## src/rtl/lfm_pulse_scheduler.sv

```systemverilog
`default_nettype none
// ============================================================================
// Module      : lfm_pulse_scheduler
// Description : Turns a start request into a train of LFM radar pulses.
//               The pulse configuration is latched and checked when a
//               request is taken. The block then emits per-pulse start/stop
//               strobes, a pulse gate and a pulse index, timed in system
//               clocks from microsecond-valued settings.
// Ports       : CLK, RESET        - clock, synchronous active-high reset
//               T_IMPULSE [9:0]   - pulse width, us
//               T_PERIOD  [12:0]  - pulse repetition period, us
//               NUM_OF_IMP [4:0]  - pulses per train
//               SIGN_START_GEN    - rising edge requests a train
//               ABORT             - level, terminates a running train
//               SIGN_START_CALC   - strobe, first cycle of each pulse
//               SIGN_STOP_CALC    - strobe, first cycle after each pulse
//               IMP_ACTIVE        - high for every cycle of a pulse
//               IMP_INDEX [4:0]   - 0-based index of the current pulse
//               BUSY              - train in progress
//               DONE              - strobe, train completed normally
//               CFG_ERR           - strobe, request rejected
// Revision    : 1.0 - initial release
// ============================================================================
module lfm_pulse_scheduler #(
    parameter int CLK_PER_US = 500,
    parameter int CNT_W      = 24
) (
    input  logic        CLK,
    input  logic        RESET,
    input  logic [9:0]  T_IMPULSE,
    input  logic [12:0] T_PERIOD,
    input  logic [4:0]  NUM_OF_IMP,
    input  logic        SIGN_START_GEN,
    input  logic        ABORT,
    output logic        SIGN_START_CALC,
    output logic        SIGN_STOP_CALC,
    output logic        IMP_ACTIVE,
    output logic [4:0]  IMP_INDEX,
    output logic        BUSY,
    output logic        DONE,
    output logic        CFG_ERR
);

    localparam logic [1:0] c_IDLE  = 2'd0;
    localparam logic [1:0] c_CHECK = 2'd1;
    localparam logic [1:0] c_PULSE = 2'd2;
    localparam logic [1:0] c_GAP   = 2'd3;

    logic [1:0]       r_state;
    logic             r_start_prev;
    logic [9:0]       r_t_imp;
    logic [12:0]      r_t_per;
    logic [4:0]       r_num;
    logic [CNT_W-1:0] r_imp_cyc;
    logic [CNT_W-1:0] r_per_cyc;
    logic [CNT_W-1:0] r_cnt;
    logic [4:0]       r_index;
    logic             r_start_calc;
    logic             r_stop_calc;
    logic             r_imp_active;
    logic             r_busy;
    logic             r_done;
    logic             r_cfg_err;

    logic             w_start_edge;
    logic             w_cfg_bad;
    logic [CNT_W-1:0] w_imp_cyc;
    logic [CNT_W-1:0] w_per_cyc;
    logic [CNT_W-1:0] w_cnt_inc;
    logic             w_period_end;

    assign w_start_edge = SIGN_START_GEN && !r_start_prev;
    assign w_cfg_bad    = (r_t_imp == 10'd0) || (r_num == 5'd0) ||
                          ({3'b000, r_t_imp} > r_t_per);
    // Products are taken from the latched settings so that the counter
    // compare path never sees a multiplier.
    assign w_imp_cyc    = CNT_W'(r_t_imp) * CNT_W'(CLK_PER_US);
    assign w_per_cyc    = CNT_W'(r_t_per) * CNT_W'(CLK_PER_US);
    assign w_cnt_inc    = r_cnt + CNT_W'(1);
    assign w_period_end = (r_cnt == r_per_cyc - CNT_W'(1));

    always_ff @(posedge CLK) begin
        if (RESET) begin
            r_state      <= c_IDLE;
            // Resetting to 1 means a level held high through reset is not
            // mistaken for a request.
            r_start_prev <= 1'b1;
            r_t_imp      <= '0;
            r_t_per      <= '0;
            r_num        <= '0;
            r_imp_cyc    <= '0;
            r_per_cyc    <= '0;
            r_cnt        <= '0;
            r_index      <= '0;
            r_start_calc <= 1'b0;
            r_stop_calc  <= 1'b0;
            r_imp_active <= 1'b0;
            r_busy       <= 1'b0;
            r_done       <= 1'b0;
            r_cfg_err    <= 1'b0;
        end else begin
            r_start_prev <= SIGN_START_GEN;
            r_start_calc <= 1'b0;
            r_stop_calc  <= 1'b0;
            r_done       <= 1'b0;
            r_cfg_err    <= 1'b0;

            case (r_state)
                c_IDLE: begin
                    if (w_start_edge) begin
                        r_t_imp <= T_IMPULSE;
                        r_t_per <= T_PERIOD;
                        r_num   <= NUM_OF_IMP;
                        r_state <= c_CHECK;
                        r_busy  <= 1'b1;
                    end
                end

                c_CHECK: begin
                    if (ABORT) begin
                        r_state <= c_IDLE;
                        r_busy  <= 1'b0;
                    end else if (w_cfg_bad) begin
                        r_cfg_err <= 1'b1;
                        r_state   <= c_IDLE;
                        r_busy    <= 1'b0;
                    end else begin
                        r_imp_cyc    <= w_imp_cyc;
                        r_per_cyc    <= w_per_cyc;
                        r_cnt        <= '0;
                        r_index      <= '0;
                        r_state      <= c_PULSE;
                        r_start_calc <= 1'b1;
                        r_imp_active <= 1'b1;
                    end
                end

                c_PULSE, c_GAP: begin
                    if (ABORT) begin
                        // Close the gate cleanly if a pulse was in flight.
                        r_stop_calc  <= r_imp_active;
                        r_imp_active <= 1'b0;
                        r_index      <= '0;
                        r_cnt        <= '0;
                        r_state      <= c_IDLE;
                        r_busy       <= 1'b0;
                    end else if (w_period_end) begin
                        // With no gap the pulse ends exactly at the period
                        // boundary, so the stop strobe lands here.
                        if (r_imp_cyc == r_per_cyc) begin
                            r_stop_calc <= 1'b1;
                        end
                        r_cnt <= '0;
                        if (r_index == r_num - 5'd1) begin
                            r_done       <= 1'b1;
                            r_imp_active <= 1'b0;
                            r_index      <= '0;
                            r_state      <= c_IDLE;
                            r_busy       <= 1'b0;
                        end else begin
                            r_index      <= r_index + 5'd1;
                            r_start_calc <= 1'b1;
                            r_imp_active <= 1'b1;
                            r_state      <= c_PULSE;
                        end
                    end else begin
                        r_cnt <= w_cnt_inc;
                        if (w_cnt_inc == r_imp_cyc) begin
                            r_stop_calc  <= 1'b1;
                            r_imp_active <= 1'b0;
                            r_state      <= c_GAP;
                        end
                    end
                end

                default: begin
                    r_state <= c_IDLE;
                    r_busy  <= 1'b0;
                end
            endcase
        end
    end

    assign SIGN_START_CALC = r_start_calc;
    assign SIGN_STOP_CALC  = r_stop_calc;
    assign IMP_ACTIVE      = r_imp_active;
    assign IMP_INDEX       = r_index;
    assign BUSY            = r_busy;
    assign DONE            = r_done;
    assign CFG_ERR         = r_cfg_err;

endmodule
`default_nettype wire
```

## config.mk

```make
export PLATFORM = sky130hd
export DESIGN_NAME = lfm_pulse_scheduler
export DESIGN_NICKNAME = d
export VERILOG_FILES = /design/src/rtl/lfm_pulse_scheduler.sv
export SDC_FILE = /design/constraint.sdc
export NUM_CORES = 1
export LEC_CHECK = 0
export CORE_UTILIZATION = 58
export DETAILED_ROUTE_END_ITERATION = 7
export MAX_ROUTING_LAYER = met4
export PLACE_DENSITY_LB_ADDON = 0.1
export SYNTH_ARGS = -nofsm -noshare
export SYNTH_HDL_FRONTEND = slang
export SYNTH_SLANG_ARGS = --single-unit
```

## constraint.sdc

```tcl
create_clock -name CLK -period 6.2 [get_ports CLK]
set_clock_uncertainty 0.2 [all_clocks]
set_input_delay 1.24 -clock CLK [delete_from_list [all_inputs] [get_ports CLK]]
set_output_delay 1.24 -clock CLK [all_outputs]
set_load 0.03 [all_outputs]
```

==> metrics.txt, run 1 <==
status complete, no violations; RSZ-0062 raised after global routing false; flops & latches, synth 103; number of synthesized flops with an enable pin 0; CP Capture Type register; Fin. Hold Viols 0; CTS tree built; maximum fanout along the worst path 6; pin count of the biggest net entering global routing 60; Reg clk slew, reported paths 0.08 ns; top post-synthesis cells by count nand2_1 (165), inv_1 (132), ha_1 (110); DRC violation count after routing 0; PwrDens between 100 and 150 nW/um^2; Max Root-Sink Buffers 2; Die Span Y around 140 um; top cell type's share of synthesized area 19.9%; row count 48; worst setup path endpoint r_per_cyc[21]; drt wl/cell 16.8 um; CP startpoint kind register; vias per std cell 5.86; Placement Cell Area 10,800 um^2; Post-Syn Nets 1,471; hold crit path type reg -> reg; Final period util 76.7%; Req. time, crit path 6.29 ns; CTS sink cnt ~100; Most common cell on crit path fa_1; die width 136 um; antenna violations before repair 0; top_reg_cell synth dfxtp_1; synthesized cell area between 10,000 and 15,000 um^2; Synth Instances 1,257; Routed Antenna Nets 0; Num CTS Buffers 9; Setup violations, final 0; top cells by area, synth dfxtp_1 (20%), fa_1 (14%), ha_1 (13%); core area 17,400 um^2; hpwl dp 19,400 um; Netlist cell types 68; Slew @ Worst Pin 1.09 ns; top-count cell post-synth nand2_1; Setup TNS 0 ns; number of antenna diodes 0; initial core utilization 59.6%; R2R Path End r_per_cyc[21]; register area share after synthesis between 15 and 20%; GRT Resource Usage Total between 20% and 30%; first-pass GRT wire length 41,500 um; Slew headroom 26.9%; Max stage delay on crit path 0.59 ns; H-tree depth 3; clock root buffer clkbuf_16; reg2reg setup slack 1.45 ns; Final Max Slew Viols 0; Post-CTS Setup Inserts 0; syn avg cell area approximately 8.2 um^2; vias in the first global route 8,325; Synth async-reset ratio 0%; Peak VDD IR between 0.00015 and 0.0002 V; crit path DAT between 4 and 5 ns; Routed WL 24,900 um; hold buffers post-CTS 0; DR iter-0 viols 517; GPL Wtd Cong 0.927; Pleak 4.77 nW; Die ar. 18,400 um^2; IO Pins 43; reg-to-reg startpoint r_t_per[2]; slowest cell on the critical path fa_1; Post-CTS Resized 0; CP Class reg -> reg; layout cell share with drive strength beyond 1 3.90%; design area 11,100 um^2; Vias 8,673; I/O Buffers 42; Area growth syn-to-layout 7.64%; Worst-Skew Late Latency 0.36 ns; Max Freq 210 MHz; Critical Path Start r_t_per[2]; Max Cap Viol 0; drt pass-1 iters 5; GRT overflow 0; Syn. warnings 0; Cell Chain, Critical Path inv_1 > fa_1 > fa_1 > fa_1 > fa_1 > inv_1 > ha_1 > or4_1 > o221ai_1 > nand4_1 > a41oi_1 > xnor2_1 > nand2_1 > a21oi_1; nets@finish 1,464; fin crit period approximately 4.8 ns; post-synth top area cell dfxtp_1; Worst Reg2Reg Path Length in Cells 14
## placed cells by master (no fill, tap or decap), types with 7 or more instances in the layout
| master | count |
|---|---|
| o21a_1 | 7 |
| xor2_1 | 39 |
| fa_1 | 72 |
| xnor2_1 | 53 |
| nand2b_1 | 14 |
| nor2b_1 | 11 |
| nor4_1 | 17 |
| a21o_1 | 9 |
| nand3_1 | 33 |
| clkdlybuf4s50_1 | 41 |
| ha_1 | 110 |
| nor3_1 | 37 |
| or3_1 | 10 |
| nor2_1 | 39 |
| a22o_1 | 8 |
| inv_1 | 132 |
| a21oi_1 | 87 |
| nand4_1 | 26 |
| mux2i_1 | 9 |
| and3_1 | 11 |
| nand3b_1 | 7 |
| and2_1 | 12 |
| dfxtp_1 | 103 |
| o21ai_0 | 38 |
| clkbuf_16 | 9 |
| a211oi_1 | 13 |
| nand2_1 | 165 |
| o211ai_1 | 9 |
| or4_1 | 10 |
| buf_4 | 9 |
| a31oi_1 | 7 |
| and4_1 | 9 |
## logic make-up (layout without fill, tap and decap cells)
family                     after synthesis  in the layout  synth area share [%]
muxes                                   10             10                 0.979
DFF                                    103            103                  19.9
buffers and inverters                  201            199                  7.59
xor gates and xnor gates                92             92                  7.78
AOI/OAI and AO/OA                      240            240                  15.1
and+or+nand+nor                        429            429                  21.5
adders and majority gates              182            182                  27.2
## how the worst min path moves through the flow
stage / from / to / slack [ns] / depth (start not counted)
after global routing: BUSY / BUSY / 0.30 / 2
after floorplan: r_num[1] / r_num[1] / 0.25 / 2
after CTS: BUSY / BUSY / 0.29 / 2
after global placement: BUSY / BUSY / 0.28 / 2
after detailed placement: BUSY / BUSY / 0.27 / 2
final: BUSY / BUSY / 0.28 / 2
## power by group
part | internal (mW) | leakage, nW | switching [mW] | total, mW
clock | 0.290 | 0.151 | 0.304 | 0.594
sequential | 0.668 | 0.832 | 0.0138 | 0.682
combinational | 0.139 | 3.79 | 0.180 | 0.319
total | 1.10 | 4.77 | 0.498 | 1.60
## layer usage
layer  vias up  global-route usage [%]  routed length, um
met1      4050                    37.7              11300
met2       249                    47.4              11500
met4         0                    11.7                875
li1       4328                       -                  -
met5         -                       -                  0
met3        46                    4.04               1210
## sequential cells by signal, summed over array words and instances (netlist names)
signal / flops
IMP_ACTIVE: 1
r_num: 5
r_start_prev: 1
IMP_INDEX: 5
r_cnt: 24
SIGN_STOP_CALC: 1
r_state: 2
BUSY: 1
CFG_ERR: 1
SIGN_START_CALC: 1
r_t_per: 13
r_imp_cyc: 17
DONE: 1
r_per_cyc: 20
r_t_imp: 10
## critical path: cells and delay by family (launching register included)
family                   cells  cell delay (ns)
AND/OR/NAND/NOR              3             0.76
buffers and inverters        2             0.20
AO/OA/AOI/OAI                3             0.66
XOR/XNOR                     1             0.14
flip-flops                   1             0.45
adder cells (fa/ha/maj)      5             2.27
## final cells by class
type / count / area, um^2
Clock inverter: 7 / 86.3
Sequential cell: 103 / 2060
Tap cell: 225 / 282
Fill cell: 1558 / 6210
Inverter: 132 / 495
Timing Repair Buffer: 51 / 483
Clock buffer: 9 / 225
Multi-Input combinational cell: 953 / 7510
## through the flow
| step | power [mW] | instances | hold WS (ns) | setup slack (ns) | utilization [%] |
|---|---|---|---|---|---|
| floorplan | 0.928 | 1257 | 0.249 | 1.72 | - |
| detailed placement | 1.01 | 1464 | 0.275 | 1.45 | 62.4 |
| global route | 1.68 | 1480 | 0.301 | 1.18 | 64.2 |
| global placement | 1.01 | 1464 | 0.276 | 1.52 | 62.4 |
| finish | 1.60 | 1480 | 0.282 | 1.45 | 64.2 |
| CTS | 1.61 | 1480 | 0.288 | 1.43 | 64.2 |
Power figures use the tool's default switching activity.
==> run 2, diff against run 1 <==
Clock period 6.2 ns to 4.55 ns, I/O delays scaled along.
==> run 2 against run 1 <==
Sequential power is 35% higher; largest power group unchanged; maximum frequency is 8.7% higher; flip-flop and latch count is the same; die area is the same.
==> metrics.txt, run 2 (synthesized netlist as in run 1, its figures left out) <==
final worst slack 0.176 ns (-1.27 ns); Area growth syn-to-layout 12.3%; Setup violations, final 0 (unchanged); IO Pins 43 (unchanged); die width 136 um (unchanged); initial core utilization 59.6% (unchanged); Vias 8,927 (+2.9%); PwrDens 193 nW/um^2 (+35%); Num CTS Buffers 9 (unchanged); slowest cell on the critical path fa_1; row count 48 (unchanged); first-pass GRT wire length 42,900 um (+3.5%); Critical Path Start r_t_per[3]; Peak VDD IR 0.000185 V (+18%); commonest cells after routing, fill and taps aside nand2_1 (165), inv_1 (128), ha_1 (105); most common cell after layout, fill and taps aside nand2_1; H-tree depth 3 (unchanged); dpl ws -0.0241 ns (-1.47 ns); GPL Wtd Cong 0.949 (+2.3%); CP Capture Type register; Pleak 5.01 nW (+5.0%); fin crit period 4.37 ns (-0.379 ns); clock root buffer clkbuf_16; reg-to-reg startpoint r_t_per[3]; Max Freq 229 MHz (+8.7%); Largest Register r_cnt; Routed Antenna Nets 0 (unchanged); Slew @ Worst Pin 1.09 ns (-0.00725 ns); nets@finish 1,508 (+3.0%); Fin. Hold Viols 0 (unchanged); Die ar. 18,400 um^2 (unchanged); hpwl dp 20,700 um (+6.7%); fill count 1,432 (-8.1%); Cell Chain, Critical Path inv_2 > fa_1 > fa_1 > fa_1 > fa_1 > inv_1 > ha_1 > or4_4 > o221ai_2 > nand4_1 > a41oi_2 > xnor2_1 > nand2_1 > a21oi_1; I/O Buffers 42 (unchanged); Slew headroom 27.4% (+0.48 points); pin count of the biggest net entering global routing 59 (-1.7%); Reg clk slew, reported paths 0.08 ns (about the same); GRT Resource Usage Total 31.0% (+1.4 points); vias per std cell 5.86 (about the same); layout cell share with drive strength beyond 1 9.47% (+5.6 points); Req. time, crit path 4.64 ns (-1.65 ns); Routed WL 26,600 um (+7.0%); GRT overflow 0 (unchanged); maximum fanout along the worst path 4 (-2); Max Cap Viol 0 (unchanged); area occupied by multi-input gates 7650 um^2 (+1.8%); CP startpoint kind register; drt wl/cell 17.5 um (+3.9%); Top Registers r_cnt (24), r_per_cyc (20), r_imp_cyc (17); hold buffers post-CTS 0 (unchanged); Most common cell on crit path fa_1; Placement Cell Area 11,200 um^2 (+3.0%); number of antenna diodes 0 (unchanged); Worst-Skew Late Latency 0.37 ns (about the same); drt pass-1 iters 5 (unchanged); crit path DAT 4.47 ns (-0.37 ns); Final period util 96.1% (+19 points); DR iter-0 viols 551 (+6.6%); Max stage delay on crit path 0.56 ns (-0.03 ns); Worst Hold Launch BUSY; Max Root-Sink Buffers 2 (unchanged); status complete, no violations; design area 11,600 um^2 (+4.3%); DRC violation count after routing 0 (unchanged); Largest register FFs 24 (unchanged); core area 17,400 um^2 (unchanged); CP Class reg -> reg; vias in the first global route 8,564 (+2.9%); RSZ-0062 raised after global routing false; hold crit path type reg -> reg; Register Area 2070 um^2 (+0.49%); antenna violations before repair 0 (unchanged); Die Span Y 136 um (unchanged); CTS tree built; Final Max Slew Viols 0 (unchanged); CTS sink cnt 103 (unchanged)
-- run 2: critical path: cells and delay by family, from the launching register on --
family	cells	cell delay, ns
adders and majority gates	5	2.22
and+or+nand+nor	3	0.76
AOI/OAI and AO/OA	3	0.51
DFF	1	0.35
xor gates and xnor gates	1	0.13
buffers and inverters	2	0.11
-- run 2: cell type report --
| cell class | instances | area share (%) |
|---|---|---|
| inverter | 132 | 4.26 |
| clock inverter | 7 | 0.764 |
| sequential | 103 | 17.8 |
| tap | 225 | 2.42 |
| multi-input combinational | 953 | 65.8 |
| timing repair buffer | 95 | 7.00 |
| clock buffer | 9 | 1.94 |
-- run 2: metrics by stage --
stage	std cells	hold slack [ns]	total power, mW	TNS [ns]	util (%)
finish	1524	0.286	2.24	0	67.0
CTS	1523	0.294	2.24	0	66.2
detailed placement	1507	0.282	1.40	-0.0241	64.3
global route	1524	0.317	2.35	0	67.0
global placement	1507	0.275	1.39	0	64.3
floorplan	1257	0.249	1.26	0	-
-- run 2: final timing paths --
path / depth (start not counted) / to / slack (ns)
worst max-delay path: 14 / r_per_cyc[21] / 0.18
worst min-delay path: 2 / BUSY / 0.29
worst max register to register: 14 / r_per_cyc[21] / 0.18
worst min register to register: 2 / BUSY / 0.29
-- run 2: power by group --
part           leakage [nW]  internal (mW)  total, mW  switching, mW
combinational          4.03          0.215      0.486          0.271
clock                 0.153          0.401      0.834          0.433
sequential            0.835          0.910      0.921         0.0104
total                  5.01           1.53       2.24          0.714
-- run 2: layer usage --
layer  up-vias  global-route usage [%]  wire length [um]
met4         0                    12.4               919
met3        61                    4.68              1010
met2       218                    51.0             12900
li1       4431                       -                 -
met5         -                       -                 0
met1      4217                    38.0             11800
-- run 2: repair_timing --
action | in CTS | in global routing
gates resized for setup | 3 | 32
cloned | 0 | 0
pin swaps | 0 | 12
setup buffers | 0 | 1
endpoints found under the setup margin | 4 | 14
==> run 3, diff against run 2 <==
Settings changed: CORE_MARGIN from default to 3.
==> run 3 against run 2 <==
Clock-buffer cell count unchanged; combinational power down 1%; highest routed layer unchanged; sequential share of layout area up 0.067 points; die area up 6.0%; critical path depth unchanged.
==> metrics.txt, run 3 (synthesized netlist as in run 1, its figures left out) <==
core area 17,400 um^2 (unchanged); clock root buffer clkbuf_16; CTS tree built; GPL Wtd Cong 1.02 (+7.5%); Switching Fraction 31.8% (-0.097 points); Reg clk slew, reported paths 0.08 ns (about the same); CTS sink cnt 103 (unchanged); status complete, no violations; Setup violations, final 0 (unchanged); IO Pins 43 (unchanged); CP Capture Type register; Slew headroom 28.7% (+1.3 points); Max Freq 229 MHz (about the same); hold crit path type reg -> reg; commonest cells after routing, fill and taps aside nand2_1 (165), inv_1 (127), ha_1 (104); most common cell after layout, fill and taps aside nand2_1; hold depth 2 (unchanged); Placement Cell Area 11,100 um^2 (about the same); Req. time, crit path 4.64 ns (about the same); Worst Reg2Reg Path Length in Cells 14 (unchanged); hold-critical path endpoint r_t_per[6]; Slew @ Worst Pin 1.07 ns (-0.0195 ns); Final period util 96.1% (about the same); maximum fanout along the worst path 3 (-1); PwrDens 192 nW/um^2 (-0.22%); Setup TNS 0 ns (unchanged); die width 140 um (+2.9%); R2R Path End r_per_cyc[21]; met1 wire length 11,800 um (about the same); Combinational Power Share 21.4% (-0.3 points); hold buffers post-CTS 0 (unchanged); Pleak 5.03 nW (+0.32%); GRT Resource Usage Total 27.8% (-3.2 points); vias in the first global route 8,724 (+1.9%); layout cell share with drive strength beyond 1 9.70% (+0.23 points); clock share of power 37.3% (about the same); Routed Antenna Nets 0 (unchanged); Fin. Hold Viols 0 (unchanged); met2 WL post-DR 11,900 um (-7.4%); CP Class reg -> reg; GRT overflow 0 (unchanged); internal power 1.52 mW (-0.15%); Die ar. 19,500 um^2 (+6.0%); Largest register FFs 24 (unchanged); routed wl met3 1100 um (+8.6%); H-tree depth 3 (unchanged); top sig layer met4; I/O Buffers 42 (unchanged); antenna violations before repair 0 (unchanged); Area growth syn-to-layout 12.2% (about the same); number of antenna diodes 0 (unchanged); Vias 8,881 (-0.52%); nets@finish 1,508 (unchanged); pin count of the biggest net entering global routing 73 (+24%); CP startpoint kind register; reg-to-reg startpoint r_t_per[2]; Max Root-Sink Buffers 2 (unchanged); Final Max Slew Viols 0 (unchanged); fin crit period 4.37 ns (-0.00312 ns); Switch Pwr 0.710 mW (-0.60%); Top Registers r_cnt (24), r_per_cyc (20), r_imp_cyc (17); reg2reg setup slack 0.18 ns (about the same); design area 11,600 um^2 (about the same); Worst Hold Launch r_t_per[6]; Num CTS Buffers 9 (unchanged); initial core utilization 59.6% (unchanged); crit path DAT 4.46 ns (about the same); vias per std cell 5.83 (-0.52%); DRC violation count after routing 0 (unchanged); Max Cap Viol 0 (unchanged); Largest Register r_cnt; row count 48 (unchanged); Flop pwr share 41.2% (about the same); drt wl/cell 17.0 um (-2.5%); Peak VDD IR 0.000177 V (-4.6%); drt pass-1 iters 5 (unchanged); Routed WL 26,000 um (-2.5%); first-pass GRT wire length 43,200 um (+0.71%); hpwl dp 20,300 um (-1.7%); DR iter-0 viols 443 (-20%); Worst-Skew Late Latency 0.37 ns (about the same); Die Span Y 140 um (+2.9%); post-layout util 66.9% (about the same)
-- run 3: worst max path at each step --
stage | from | end | cells past startpoint
after floorplan | r_t_per[2] | r_per_cyc[21] | 14
after global placement | r_t_per[1] | r_per_cyc[21] | 14
after detailed placement | r_t_per[1] | r_per_cyc[21] | 14
after CTS | r_t_per[1] | r_per_cyc[15] | 15
after global routing | r_t_per[2] | r_per_cyc[21] | 14
final | r_t_per[2] | r_per_cyc[21] | 14
-- run 3: final cells by class --
| class | count | area [um^2] |
|---|---|---|
| multi-input cells | 953 | 7630 |
| fillers | 1474 | 5740 |
| flip-flops and latches | 103 | 2080 |
| repair buffers | 95 | 813 |
| inverters | 132 | 495 |
| well taps | 225 | 282 |
| clock buffers | 9 | 225 |
| clock inverters | 7 | 88.8 |
-- run 3: worst max-delay path, cell delays in order (launching register included) --
cell and delay [ns]:
dfxtp_2 0.34, inv_2 0.06, fa_1 0.55, fa_1 0.45, fa_1 0.52, fa_1 0.51, inv_1 0.06, ha_4 0.16
or4_4 0.56, o221ai_4 0.19, nand4_1 0.17, a41oi_2 0.18, xnor2_1 0.13, nand2_1 0.07, a21oi_1 0.16
-- run 3: repair_timing --
action,in CTS,in global routing
endpoints found under the setup margin,2,15
gates cloned,0,0
resized for setup,2,38
setup buffers,0,2
pin swaps,0,29
-- run 3: stage by stage --
step	hold WS (ns)	setup slack (ns)	power, mW	instances
floorplan	0.249	0.0670	1.26	1257
global placement	0.277	0.0387	1.39	1506
detailed placement	0.281	-0.00471	1.40	1506
CTS	0.293	0.00517	2.23	1522
global route	0.325	-0.0181	2.35	1524
finish	0.292	0.179	2.23	1524
-- run 3: power groups by stage --
| stage | Clock, mW | Combinational (mW) | Sequential (mW) |
|---|---|---|---|
| CTS | 0.846 | 0.462 | 0.921 |
| finish | 0.834 | 0.479 | 0.921 |
| floorplan | 0 | 0.318 | 0.946 |
| detailed placement | 0 | 0.456 | 0.943 |
| global placement | 0 | 0.445 | 0.942 |
| global route | 0.877 | 0.548 | 0.924 |
-- run 3: per-layer routing --
layer	GRT usage [%]	up-vias
li1	-	4418
met1	35.4	4163
met2	44.5	232
met3	4.02	68
met4	11.6	0
met5	-	-
